--- src/rtl/lsb_embed_sequencer_if.sv ---
// lsb_embed_sequencer_if
//  Message byte stream and pixel memory bus of the LSB embed sequencer.
//  Signals:
//   msg_valid / msg_data / msg_ready     message byte stream (valid/ready)
//   mem_rd_en / mem_addr / mem_rd_data   pixel memory read port
//   mem_wr_en / mem_wr_data              pixel memory write port (shares mem_addr)
//  Modports:
//   master  sequencer side (drives msg_ready and all memory strobes/address/write data)
//   slave   environment side (message source and pixel memory)
interface lsb_embed_sequencer_if #(
    parameter int unsigned ADDR_W = 19
);
    logic              msg_valid;
    logic [7:0]        msg_data;
    logic              msg_ready;
    logic              mem_rd_en;
    logic [ADDR_W-1:0] mem_addr;
    logic [7:0]        mem_rd_data;
    logic              mem_wr_en;
    logic [7:0]        mem_wr_data;

    modport master (
        input  msg_valid, msg_data, mem_rd_data,
        output msg_ready, mem_rd_en, mem_addr, mem_wr_en, mem_wr_data
    );

    modport slave (
        output msg_valid, msg_data, mem_rd_data,
        input  msg_ready, mem_rd_en, mem_addr, mem_wr_en, mem_wr_data
    );
endinterface

--- src/rtl/lsb_embed_sequencer.sv ---
// lsb_embed_sequencer
//  Embeds a message into the least significant bits of the shared pixel memory.
//  Message bytes are taken LSB-first from a valid/ready stream, repacked into
//  BITS_PER_PIX-bit chunks, and each chunk replaces the low bits of one pixel
//  byte by read-modify-write at BASE_ADDR + k.
//  Ports:
//   clk       rising-edge clock
//   HRESETn   asynchronous active-low reset
//   start     1-cycle job request, ignored unless idle
//   msg_len   message length in bytes, sampled when start is accepted
//   bus       message stream + pixel memory bus (lsb_embed_sequencer_if.master)
//   busy      high from accepted start until done
//   done      1-cycle pulse, job complete
//   error     1-cycle pulse, job rejected (does not fit), memory untouched
//  Configuration macro:
//   STEGO_LEN_HEADER_EN  when defined, a 16-bit msg_len header (LSB-first) is
//                        embedded ahead of the payload.
module lsb_embed_sequencer #(
    parameter int unsigned ADDR_W       = 19,
    parameter int unsigned NUM_BYTES    = 498000,
    parameter int unsigned BITS_PER_PIX = 3,
    parameter int unsigned RD_LAT       = 1,
    parameter int unsigned BASE_ADDR    = 0
) (
    input  logic                  clk,
    input  logic                  HRESETn,
    input  logic                  start,
    input  logic [15:0]           msg_len,
    lsb_embed_sequencer_if.master bus,
    output logic                  busy,
    output logic                  done,
    output logic                  error
);
    localparam int unsigned B     = BITS_PER_PIX;
    localparam int unsigned BUF_W = 8 + B - 1;
    localparam int unsigned CNT_W = $clog2(BUF_W + 1);
    localparam int unsigned TOT_W = 21;
    localparam int unsigned LAT_W = (RD_LAT > 1) ? $clog2(RD_LAT) : 1;
    localparam int unsigned CAP   = NUM_BYTES - BASE_ADDR;
    localparam logic [7:0]  CHUNK_MASK = 8'((1 << B) - 1);
`ifdef STEGO_LEN_HEADER_EN
    localparam int unsigned HDR_BITS  = 16;
    localparam logic [1:0]  HDR_BYTES = 2'd2;
`else
    localparam int unsigned HDR_BITS  = 0;
    localparam logic [1:0]  HDR_BYTES = 2'd0;
`endif

    localparam logic [2:0] S_IDLE = 3'd0;
    localparam logic [2:0] S_FILL = 3'd1;
    localparam logic [2:0] S_RD   = 3'd2;
    localparam logic [2:0] S_WAIT = 3'd3;
    localparam logic [2:0] S_WR   = 3'd4;
    localparam logic [2:0] S_DONE = 3'd5;

    logic [2:0]        state_q, state_d;
    logic [BUF_W-1:0]  bit_buf_q, bit_buf_d;
    logic [CNT_W-1:0]  buf_cnt_q, buf_cnt_d;
    logic [15:0]       bytes_left_q, bytes_left_d;
    logic [1:0]        hdr_left_q, hdr_left_d;
    logic [TOT_W-1:0]  chunk_idx_q, chunk_idx_d;
    logic [TOT_W-1:0]  last_idx_q, last_idx_d;
    logic [LAT_W-1:0]  lat_q, lat_d;
`ifdef STEGO_LEN_HEADER_EN
    logic [15:0]       len_q, len_d;
`endif

    logic              ready_q, ready_d;
    logic              rd_en_q, rd_en_d;
    logic              wr_en_q, wr_en_d;
    logic [ADDR_W-1:0] addr_q, addr_d;
    logic [7:0]        wr_data_q, wr_data_d;
    logic              busy_q, busy_d;
    logic              done_q, done_d;
    logic              error_q, error_d;

    logic [TOT_W-1:0]  total_bits;
    logic [TOT_W-1:0]  chunks;
    logic              too_big;

    // Chunk count for the job being requested (divisor is a constant)
    always_comb begin
        total_bits = TOT_W'(HDR_BITS) + (TOT_W'(msg_len) << 3);
        chunks     = (total_bits + TOT_W'(B - 1)) / TOT_W'(B);
        too_big    = 32'(chunks) > CAP;
    end

    // State register and registered outputs
    always_ff @(posedge clk or negedge HRESETn) begin
        if (!HRESETn) begin
            state_q      <= S_IDLE;
            bit_buf_q    <= '0;
            buf_cnt_q    <= '0;
            bytes_left_q <= '0;
            hdr_left_q   <= '0;
            chunk_idx_q  <= '0;
            last_idx_q   <= '0;
            lat_q        <= '0;
`ifdef STEGO_LEN_HEADER_EN
            len_q        <= '0;
`endif
            ready_q      <= 1'b0;
            rd_en_q      <= 1'b0;
            wr_en_q      <= 1'b0;
            addr_q       <= '0;
            wr_data_q    <= '0;
            busy_q       <= 1'b0;
            done_q       <= 1'b0;
            error_q      <= 1'b0;
        end else begin
            state_q      <= state_d;
            bit_buf_q    <= bit_buf_d;
            buf_cnt_q    <= buf_cnt_d;
            bytes_left_q <= bytes_left_d;
            hdr_left_q   <= hdr_left_d;
            chunk_idx_q  <= chunk_idx_d;
            last_idx_q   <= last_idx_d;
            lat_q        <= lat_d;
`ifdef STEGO_LEN_HEADER_EN
            len_q        <= len_d;
`endif
            ready_q      <= ready_d;
            rd_en_q      <= rd_en_d;
            wr_en_q      <= wr_en_d;
            addr_q       <= addr_d;
            wr_data_q    <= wr_data_d;
            busy_q       <= busy_d;
            done_q       <= done_d;
            error_q      <= error_d;
        end
    end

    // Next state, datapath and next-cycle output values
    always_comb begin
        state_d      = state_q;
        bit_buf_d    = bit_buf_q;
        buf_cnt_d    = buf_cnt_q;
        bytes_left_d = bytes_left_q;
        hdr_left_d   = hdr_left_q;
        chunk_idx_d  = chunk_idx_q;
        last_idx_d   = last_idx_q;
        lat_d        = lat_q;
`ifdef STEGO_LEN_HEADER_EN
        len_d        = len_q;
`endif
        rd_en_d      = 1'b0;
        wr_en_d      = 1'b0;
        done_d       = 1'b0;
        error_d      = 1'b0;
        addr_d       = addr_q;
        wr_data_d    = wr_data_q;
        busy_d       = busy_q;

        case (state_q)
            S_IDLE: begin
                if (start) begin
                    if (too_big) begin
                        error_d = 1'b1;
                    end
`ifndef STEGO_LEN_HEADER_EN
                    else if (msg_len == 16'd0) begin
                        done_d  = 1'b1;
                        state_d = S_DONE;
                    end
`endif
                    else begin
                        state_d      = S_FILL;
                        busy_d       = 1'b1;
                        bytes_left_d = msg_len;
                        hdr_left_d   = HDR_BYTES;
                        chunk_idx_d  = '0;
                        last_idx_d   = chunks - TOT_W'(1);
                        bit_buf_d    = '0;
                        buf_cnt_d    = '0;
                        addr_d       = ADDR_W'(BASE_ADDR);
`ifdef STEGO_LEN_HEADER_EN
                        len_d        = msg_len;
`endif
                    end
                end
            end

            // New bits are OR'ed in above the valid ones; bits above buf_cnt are always zero
            S_FILL: begin
                if (buf_cnt_q >= CNT_W'(B)) begin
                    state_d = S_RD;
                    rd_en_d = 1'b1;
                end
`ifdef STEGO_LEN_HEADER_EN
                else if (hdr_left_q != 2'd0) begin
                    bit_buf_d  = bit_buf_q |
                                 (BUF_W'((hdr_left_q == 2'd2) ? len_q[7:0] : len_q[15:8]) << buf_cnt_q);
                    buf_cnt_d  = buf_cnt_q + CNT_W'(8);
                    hdr_left_d = hdr_left_q - 2'd1;
                end
`endif
                else if (bytes_left_q != 16'd0) begin
                    if (ready_q && bus.msg_valid) begin
                        bit_buf_d    = bit_buf_q | (BUF_W'(bus.msg_data) << buf_cnt_q);
                        buf_cnt_d    = buf_cnt_q + CNT_W'(8);
                        bytes_left_d = bytes_left_q - 16'd1;
                    end
                end else begin
                    // Source exhausted: the zero bits already above buf_cnt become padding
                    buf_cnt_d = CNT_W'(B);
                end
            end

            S_RD: begin
                state_d = S_WAIT;
                lat_d   = LAT_W'(RD_LAT - 1);
            end

            // Read data is valid in the last wait cycle
            S_WAIT: begin
                if (lat_q == '0) begin
                    state_d   = S_WR;
                    wr_en_d   = 1'b1;
                    wr_data_d = (bus.mem_rd_data & ~CHUNK_MASK) | (bit_buf_q[7:0] & CHUNK_MASK);
                end else begin
                    lat_d = lat_q - LAT_W'(1);
                end
            end

            S_WR: begin
                bit_buf_d = bit_buf_q >> B;
                buf_cnt_d = buf_cnt_q - CNT_W'(B);
                if (chunk_idx_q == last_idx_q) begin
                    state_d = S_DONE;
                    done_d  = 1'b1;
                    busy_d  = 1'b0;
                end else begin
                    state_d     = S_FILL;
                    chunk_idx_d = chunk_idx_q + TOT_W'(1);
                    addr_d      = addr_q + ADDR_W'(1);
                end
            end

            S_DONE: begin
                state_d = S_IDLE;
            end

            default: begin
                state_d = S_IDLE;
                busy_d  = 1'b0;
            end
        endcase

        // Request a byte only when the next cycle is FILL and the buffer cannot yet form a chunk
        ready_d = (state_d == S_FILL) && (buf_cnt_d < CNT_W'(B)) &&
                  (hdr_left_d == 2'd0) && (bytes_left_d != 16'd0);
    end

    assign bus.msg_ready   = ready_q;
    assign bus.mem_rd_en   = rd_en_q;
    assign bus.mem_wr_en   = wr_en_q;
    assign bus.mem_addr    = addr_q;
    assign bus.mem_wr_data = wr_data_q;
    assign busy            = busy_q;
    assign done            = done_q;
    assign error           = error_q;
endmodule

--- src/flat_wrapper.sv ---
// flat-port wrapper written by rule: the top's interface ports become plain ports
module lsb_embed_sequencer_flat 
#(
    parameter int unsigned ADDR_W       = 19,
    parameter int unsigned NUM_BYTES    = 498000,
    parameter int unsigned BITS_PER_PIX = 3,
    parameter int unsigned RD_LAT       = 1,
    parameter int unsigned BASE_ADDR    = 0
)
  (clk, HRESETn, start, msg_len, busy, done, error, bus_msg_valid, bus_msg_data, bus_mem_rd_data, bus_msg_ready, bus_mem_rd_en, bus_mem_addr, bus_mem_wr_en, bus_mem_wr_data);
  lsb_embed_sequencer_if #(.ADDR_W(ADDR_W)) bus_i ();
  input  logic clk;
  input  logic HRESETn;
  input  logic start;
  input  logic [15:0] msg_len;
  output logic busy;
  output logic done;
  output logic error;
  input wire logic [$bits(bus_i.msg_valid)-1:0] bus_msg_valid;
  input wire logic [$bits(bus_i.msg_data)-1:0] bus_msg_data;
  input wire logic [$bits(bus_i.mem_rd_data)-1:0] bus_mem_rd_data;
  output wire logic [$bits(bus_i.msg_ready)-1:0] bus_msg_ready;
  output wire logic [$bits(bus_i.mem_rd_en)-1:0] bus_mem_rd_en;
  output wire logic [$bits(bus_i.mem_addr)-1:0] bus_mem_addr;
  output wire logic [$bits(bus_i.mem_wr_en)-1:0] bus_mem_wr_en;
  output wire logic [$bits(bus_i.mem_wr_data)-1:0] bus_mem_wr_data;
  assign bus_i.msg_valid = bus_msg_valid;
  assign bus_i.msg_data = bus_msg_data;
  assign bus_i.mem_rd_data = bus_mem_rd_data;
  assign bus_msg_ready = bus_i.msg_ready;
  assign bus_mem_rd_en = bus_i.mem_rd_en;
  assign bus_mem_addr = bus_i.mem_addr;
  assign bus_mem_wr_en = bus_i.mem_wr_en;
  assign bus_mem_wr_data = bus_i.mem_wr_data;
  lsb_embed_sequencer #(.ADDR_W(ADDR_W), .NUM_BYTES(NUM_BYTES), .BITS_PER_PIX(BITS_PER_PIX), .RD_LAT(RD_LAT), .BASE_ADDR(BASE_ADDR)) u_core (.clk(clk), .HRESETn(HRESETn), .start(start), .msg_len(msg_len), .bus(bus_i), .busy(busy), .done(done), .error(error));
endmodule
--- config.mk ---
export PLATFORM = sky130hd
export DESIGN_NAME = lsb_embed_sequencer_flat
export DESIGN_NICKNAME = d
export VERILOG_FILES = /design/src/rtl/lsb_embed_sequencer_if.sv /design/src/rtl/lsb_embed_sequencer.sv /design/src/flat_wrapper.sv
export SDC_FILE = /design/constraint.sdc
export NUM_CORES = 1
export LEC_CHECK = 0
export BUFFER_PORTS_ARGS = -buffer_cell sky130_fd_sc_hd__buf_2
export CAP_MARGIN = 40
export CORE_MARGIN = 4
export CORE_UTILIZATION = 41
export CTS_BUF_LIST = sky130_fd_sc_hd__clkbuf_16
export CTS_CLUSTER_DIAMETER = 40
export DETAILED_ROUTE_END_ITERATION = 10
export PLACE_DENSITY = 0.62
export SKIP_CTS_REPAIR_TIMING = 1
export SYNTH_ARGS = -nofsm -noshare
export SYNTH_HDL_FRONTEND = slang
export SYNTH_SLANG_ARGS = --single-unit
--- constraint.sdc ---
create_clock -name clk -period 3.65 [get_ports clk]
set_clock_uncertainty 0.1 [all_clocks]
set_input_delay 0.73 -clock clk [delete_from_list [all_inputs] [get_ports clk]]
set_output_delay 0.73 -clock clk [all_outputs]
set_load 0.1 [all_outputs]
==> impl_metrics.yaml, run 1 <==
worst_setup_path:
  cp.required_ns: 3.78
  setup.worst_path.class: "input port to flop"
  cp-end-kind: "flop"
  reg2reg_depth: 12
  crit_arrival_ns: 6.61
  worstSetupEndpoint: "u_core.last_idx_q[16]"
  critPathLaunchType: "input port"
  cp_slowest_cell: "or3_4"
  cp_max_fo: 6
  worstSetupStartpoint: "msg_len[13]"
  r2r-end: "u_core.bus.msg_ready"
  path_common_cell: "nor4_4"
  slowest_delay_ns: 0.47
  r2r_slack_ns: 0.26
  r2r_start: "u_core.buf_cnt_q[0]"
sta:
  whs_ns: 0.306
  setup-violations-final: 21
  hold_violations: 0
  drv_slew: 0
  rsz0062_at_grt: "yes"
  post-route-min-period_ns: 6.48
  relSlewSlack: 0.552
  finalWorstSetupSlack_ns: -2.83
  fin_crit_sh: 1.78
  max_slew.worst_pin.slew_ns: 0.672
  fmax_mhz: 154
floorplanning:
  io_pins: 69
  die_area_sq_um: 22000
  dieHeight_microns: 148
  rows: 51
  start_util: 0.416
  core_sq_um: 19400
  dieWidth_microns: 148
clock_tree:
  cts_root_buf: "clkbuf_16"
  clk_pin_slew_ns: 0.08
  cts_buffer_depth: 2
  cts_buffers: 9
  clk_latency_ns: 0.35
  cts.sinks: 109
  cts_tree: "done"
  htree_num_levels: 3
global_route:
  antenna_found_initial: 0
  grt_pass1_wl_microns: 36800
  gr-total-overflow: 0
  grt_pass1_vias: 7553
  gr-usage-all-layers: 0.199
  grt_max_degree: 61
pwr:
  power.density_nw_per_um2: 558
  power.leakage_nw: 4.96
  ir_drop_v: 0.000487
yosys:
  synth_fa_ha_area_frac: 0.0170
  synth_warnings: 0
  ys.flop_type: "dfrtp_1"
  synth_top_family_by_area: "simple AND/OR/NAND/NOR gates"
  synthTopCellsByCount: "126 x nand2_1, 109 x dfrtp_1, 104 x nor2_1"
  synth-simple-area-share: 0.254
  netlist_area_sq_um: 8070
  netlist_instances: 993
  synth.largest_area_cell: "dfrtp_1"
  synth-compound-area-share: 0.241
  synth_area_leaders: "dfrtp_1 34%, nand2_1 5.9%, xor2_1 4.9%, nor2_1 4.8%, o21ai_0 4.5%"
  yosysSeqAreaShare: 0.338
  async_reset_ff_frac: 1.00
  synth-xor-area-share: 0.0705
  synth_top_area_frac: 0.338
  synth_edf_count: 0
  syn_area_per_cell_sq_um: 8.13
  synthMuxAreaShare: 0.0319
  synth.distinct_cells: 97
  ys_seq_elements: 109
  yosysMostFrequentCell: "nand2_1"
  synthesis.nets: 1040
layout:
  antenna_cells: 0
  post_route_cells_drive_above_1_share: 0.327
  nets: 1270
  final_cells: 1493
  fin_util: 0.563
  syn_to_final_growth_pct: 35.2
route:
  drtIter0Drc: 505
  avgViaCountPerCell: 5.49
  drt_first_pass_iters: 7
  drt-wirelength-per-cell_microns: 15.3
  vias: 8198
  wl_microns: 22900
  drc: 0
  ant_nets: 0
place:
  placed_cells: 1452
  hpwl_microns: 16800
  port_buffers: 64
  place.gp.congestion: 0.881
run_status:
  violations: "negative setup slack"
  status: "complete, but fails checks"
hold_path:
  hp-class: "input port to async pin"
run:
  maxCapViolations: 0
power breakdown:
group          switching (mW)  leakage [nW]  internal, mW
clock network           0.498         0.144         0.488
logic                    1.97          3.39          1.31
registers               0.291          1.43          1.53
total                    2.76          4.96          3.33
registers in the layout, indices dropped and copies added (netlist names):
signal / cells
u_core.hdr_left_q: 2
u_core.bus.msg_ready: 1
u_core.buf_cnt_q: 4
u_core.last_idx_q: 21
u_core.bytes_left_q: 16
u_core.bus.mem_wr_en: 1
u_core.bus.mem_addr: 19
u_core.bus.mem_wr_data: 8
u_core.bus.mem_rd_en: 1
u_core.chunk_idx_q: 21
u_core.state_q: 3
u_core.bit_buf_q: 10
u_core.done: 1
u_core.busy: 1
cells in the final DEF (no fill, tap or decap), types with 17 or more instances in the layout:
cell,count
nand3_1,38
buf_2,59
a21oi_1,44
mux2i_1,18
inv_1,25
buf_4,211
nor3_1,17
xnor2_1,19
o21ai_0,63
dfrtp_1,109
nor2_1,97
xor2_1,43
nand2_1,123
layout make-up:
class,instances,area (sq um)
timing repair buffer,281,2010
sequential,109,2730
clock inverter,7,77.6
tap,265,332
inverter,30,116
multi-input combinational,792,5430
fill,1802,8480
clock buffer,9,225
worst max-delay path, delay by kind of cell:
family / cells / cell delay (ns)
xor gates and xnor gates: 1 / 0.13
AOI/OAI and AO/OA: 11 / 1.81
muxes: 1 / 0.10
buffers and inverters: 4 / 0.51
and+or+nand+nor: 12 / 2.37
adders and majority gates: 4 / 0.92
per-layer routing:
layer  vias to the layer above  global-route usage  part of all wire
met2                       144               0.329              0.48
li1                       4090                   -                 -
met1                      3950               0.284              0.48
met3                        14              0.0241             0.031
met4                         0              0.0356            0.0088
met5                         -                   0                 0
through the flow:
stage               power [mW]  TNS, ns  setup slack [ns]  area, sq um
floorplan                 3.88   -59.56             -3.15         8230
global placement          4.87   -69.97             -3.18        10100
detailed placement        4.90   -72.21             -3.31        10100
CTS                       5.91   -58.69             -2.97        10400
global route              6.50   -62.60             -3.16        10900
finish                    6.09   -56.08             -2.83        10900
cell families after synthesis:
group,after synthesis
compound gates,277
xor+xnor,65
fa+ha+maj,11
buf+inv,92
flops,109
mux,25
other cells,1
simple gates,413
how the worst min path moves through the flow:
stage | start | to | depth (start not counted)
CTS | HRESETn | u_core.chunk_idx_q[8] | 1
finish | HRESETn | u_core.chunk_idx_q[8] | 1
global route | HRESETn | u_core.chunk_idx_q[8] | 1
detailed placement | u_core.bus.mem_wr_data[6] | u_core.bus.mem_wr_data[6] | 2
floorplan | HRESETn | u_core.bit_buf_q[0] | 0
global placement | u_core.bit_buf_q[0] | u_core.bus.mem_wr_data[0] | 2
Power figures use the tool's default switching activity.
==> run 2, diff against run 1 <==
--- a/config.mk
+++ b/config.mk
@@ -8,11 +8,12 @@
 export BUFFER_PORTS_ARGS = -buffer_cell sky130_fd_sc_hd__buf_2
 export CAP_MARGIN = 40
 export CORE_MARGIN = 4
-export CORE_UTILIZATION = 41
+export CORE_UTILIZATION = 61
 export CTS_BUF_LIST = sky130_fd_sc_hd__clkbuf_16
 export CTS_CLUSTER_DIAMETER = 40
 export DETAILED_ROUTE_END_ITERATION = 10
-export PLACE_DENSITY = 0.62
+export HOLD_SLACK_MARGIN = 0.02
+export PLACE_DENSITY = 0.84
 export SKIP_CTS_REPAIR_TIMING = 1
 export SYNTH_ARGS = -nofsm -noshare
 export SYNTH_HDL_FRONTEND = slang
==> run 2 against run 1 <==
The run still ends with negative setup slack left. Total power grew 1.6%. Utilization rose by 27 points. Worst hold slack gained 0.071 ns. Register-to-register slack worse by 0.11 ns. Non-clock buffer count is 15 lower. Cell area shrank 2.3%. Fmax is 3.7% lower. Sequential share of layout area up 0.58 points. Count of clock-buffer cells in the layout is the same. Die area shrank 31%. Setup slack worse by 0.25 ns. Largest cell class unchanged.
==> impl_metrics.yaml, run 2 (synthesis results as in run 1) <==
run_status:
  status: "complete, but fails checks"
  violations: "negative setup slack"
sta:
  max_slew.worst_pin.slew_ns: 0.868
  relSlewSlack: 0.421
  hold_violations: 0
  fmax_mhz: 149
  rsz0062_at_grt: "yes"
  tns_ns: -59.50
  finalWorstSetupSlack_ns: -3.08
  fin_crit_sh: 1.84
  setup-violations-final: 21
  drv_slew: 0
  post-route-min-period_ns: 6.73
route:
  ant_nets: 0
  drtIter0Drc: 966
  wl_microns: 26300
  avgViaCountPerCell: 6.53
  drt_first_pass_iters: 5
  vias: 9038
  drt-wirelength-per-cell_microns: 19.0
  drc: 0
clock_tree:
  cts_buffer_depth: 2
  htree_num_levels: 3
  cts_root_buf: "clkbuf_16"
  cts_buffers: 9
  cts.sinks: 109
  clk_pin_slew_ns: 0.08
  clk_latency_ns: 0.35
  cts_tree: "done"
global_route:
  grt_max_degree: 66
  gr-usage-all-layers: 0.318
  antenna_found_initial: 0
  grt_pass1_vias: 8276
  gr-total-overflow: 0
  grt_pass1_wl_microns: 39300
worst_setup_path:
  cp_slowest_cell: "or4b_4"
  cp.required_ns: 3.77
  r2r-end: "u_core.bus.msg_ready"
  cp_num_buf_inv: 2
  critical_path.top_delay_family: "simple AND/OR/NAND/NOR gates"
  r2r_slack_ns: 0.15
  path_common_cell: "nor4_4"
  slowest_delay_ns: 0.57
  critPathLaunchType: "input port"
  setup.worst_path.class: "input port to flop"
  r2r_start: "u_core.bytes_left_q[10]"
  cp_max_fo: 8
  crit_arrival_ns: 6.85
  cp-end-kind: "flop"
  reg2reg_depth: 13
  worstSetupStartpoint: "msg_len[10]"
pwr:
  ir_drop_v: 0.000668
  power.leakage_nw: 4.87
  power.density_nw_per_um2: 579
floorplanning:
  core_sq_um: 12800
  io_pins: 69
  dieHeight_microns: 123
  start_util: 0.632
  dieWidth_microns: 123
  die_area_sq_um: 15100
  rows: 41
layout:
  regArea_sq_um: 2730
  fillCellCount: 681
  nets: 1255
  final_common_cell: "buf_4"
  syn_to_final_growth_pct: 32.2
  multiInputGateArea_sq_um: 5410
  layout_common_cells: "198 x buf_4, 122 x nand2_1, 109 x dfrtp_1"
  antenna_cells: 0
  post_route_cells_drive_above_1_share: 0.322
place:
  hpwl_microns: 17100
  place.gp.congestion: 0.929
  port_buffers: 64
  place_ws_ns: -3.37
run:
  maxCapViolations: 0
hold_path:
  hp-class: "input port to async pin"
==> run 2: how the worst max path moves through the flow <==
stage | end | slack (ns) | cells past startpoint
2_1_floorplan | u_core.last_idx_q[16] | -3.15 | 30
5_1_grt | u_core.last_idx_q[12] | -3.45 | 32
4_1_cts | u_core.last_idx_q[12] | -3.06 | 32
6_report | u_core.last_idx_q[12] | -3.08 | 31
3_3_place_gp | u_core.last_idx_q[14] | -3.15 | 32
3_5_place_dp | u_core.last_idx_q[14] | -3.37 | 32
==> run 2: cell type report <==
type / count / area share
inverter: 30 / 0.0113
timing repair buffer: 266 / 0.179
tap: 172 / 0.0202
clock buffer: 9 / 0.0211
multi-input combinational: 792 / 0.507
clock inverter: 7 / 0.00528
sequential: 109 / 0.256
==> run 2: worst reg2reg max path, cell delays in order (launching register included) <==
cell	delay, ns
dfrtp_1	0.45
or4_1	0.64
nor2_1	0.14
nand3b_1	0.10
nor3b_2	0.32
nor2_4	0.12
nand2_1	0.09
nor2_1	0.06
o21ai_0	0.22
a21oi_1	0.15
or4_1	0.56
nor4_2	0.17
buf_4	0.16
a31oi_1	0.08
==> run 2: power breakdown <==
group,internal [mW],total [mW],switching [mW]
clock network,0.475,0.945,0.470
logic,1.30,3.38,2.09
registers,1.53,1.85,0.326
==> run 2: layer usage <==
metal / vias to the layer above / share of wire / GRT usage / routed length, microns
li1: 4049 / - / - / -
met4: 0 / 0.047 / 0.104 / 1240
met1: 4298 / 0.37 / 0.403 / 9840
met5: - / 0 / 0 / 0
met3: 138 / 0.077 / 0.0480 / 2030
met2: 553 / 0.50 / 0.558 / 13200
==> run 2: metrics by stage <==
| step | cells | power (mW) | hold WS, ns | utilization | area (sq um) |
|---|---|---|---|---|---|
| CTS | 1371 | 5.88 | 0.373 | 0.800 | 10200 |
| global route | 1385 | 6.49 | 0.395 | 0.835 | 10700 |
| floorplan | 993 | 3.88 | 0.334 | - | 8230 |
| finish | 1385 | 6.18 | 0.377 | 0.835 | 10700 |
| global placement | 1355 | 4.78 | 0.347 | 0.778 | 9940 |
| detailed placement | 1355 | 4.90 | 0.358 | 0.778 | 9940 |
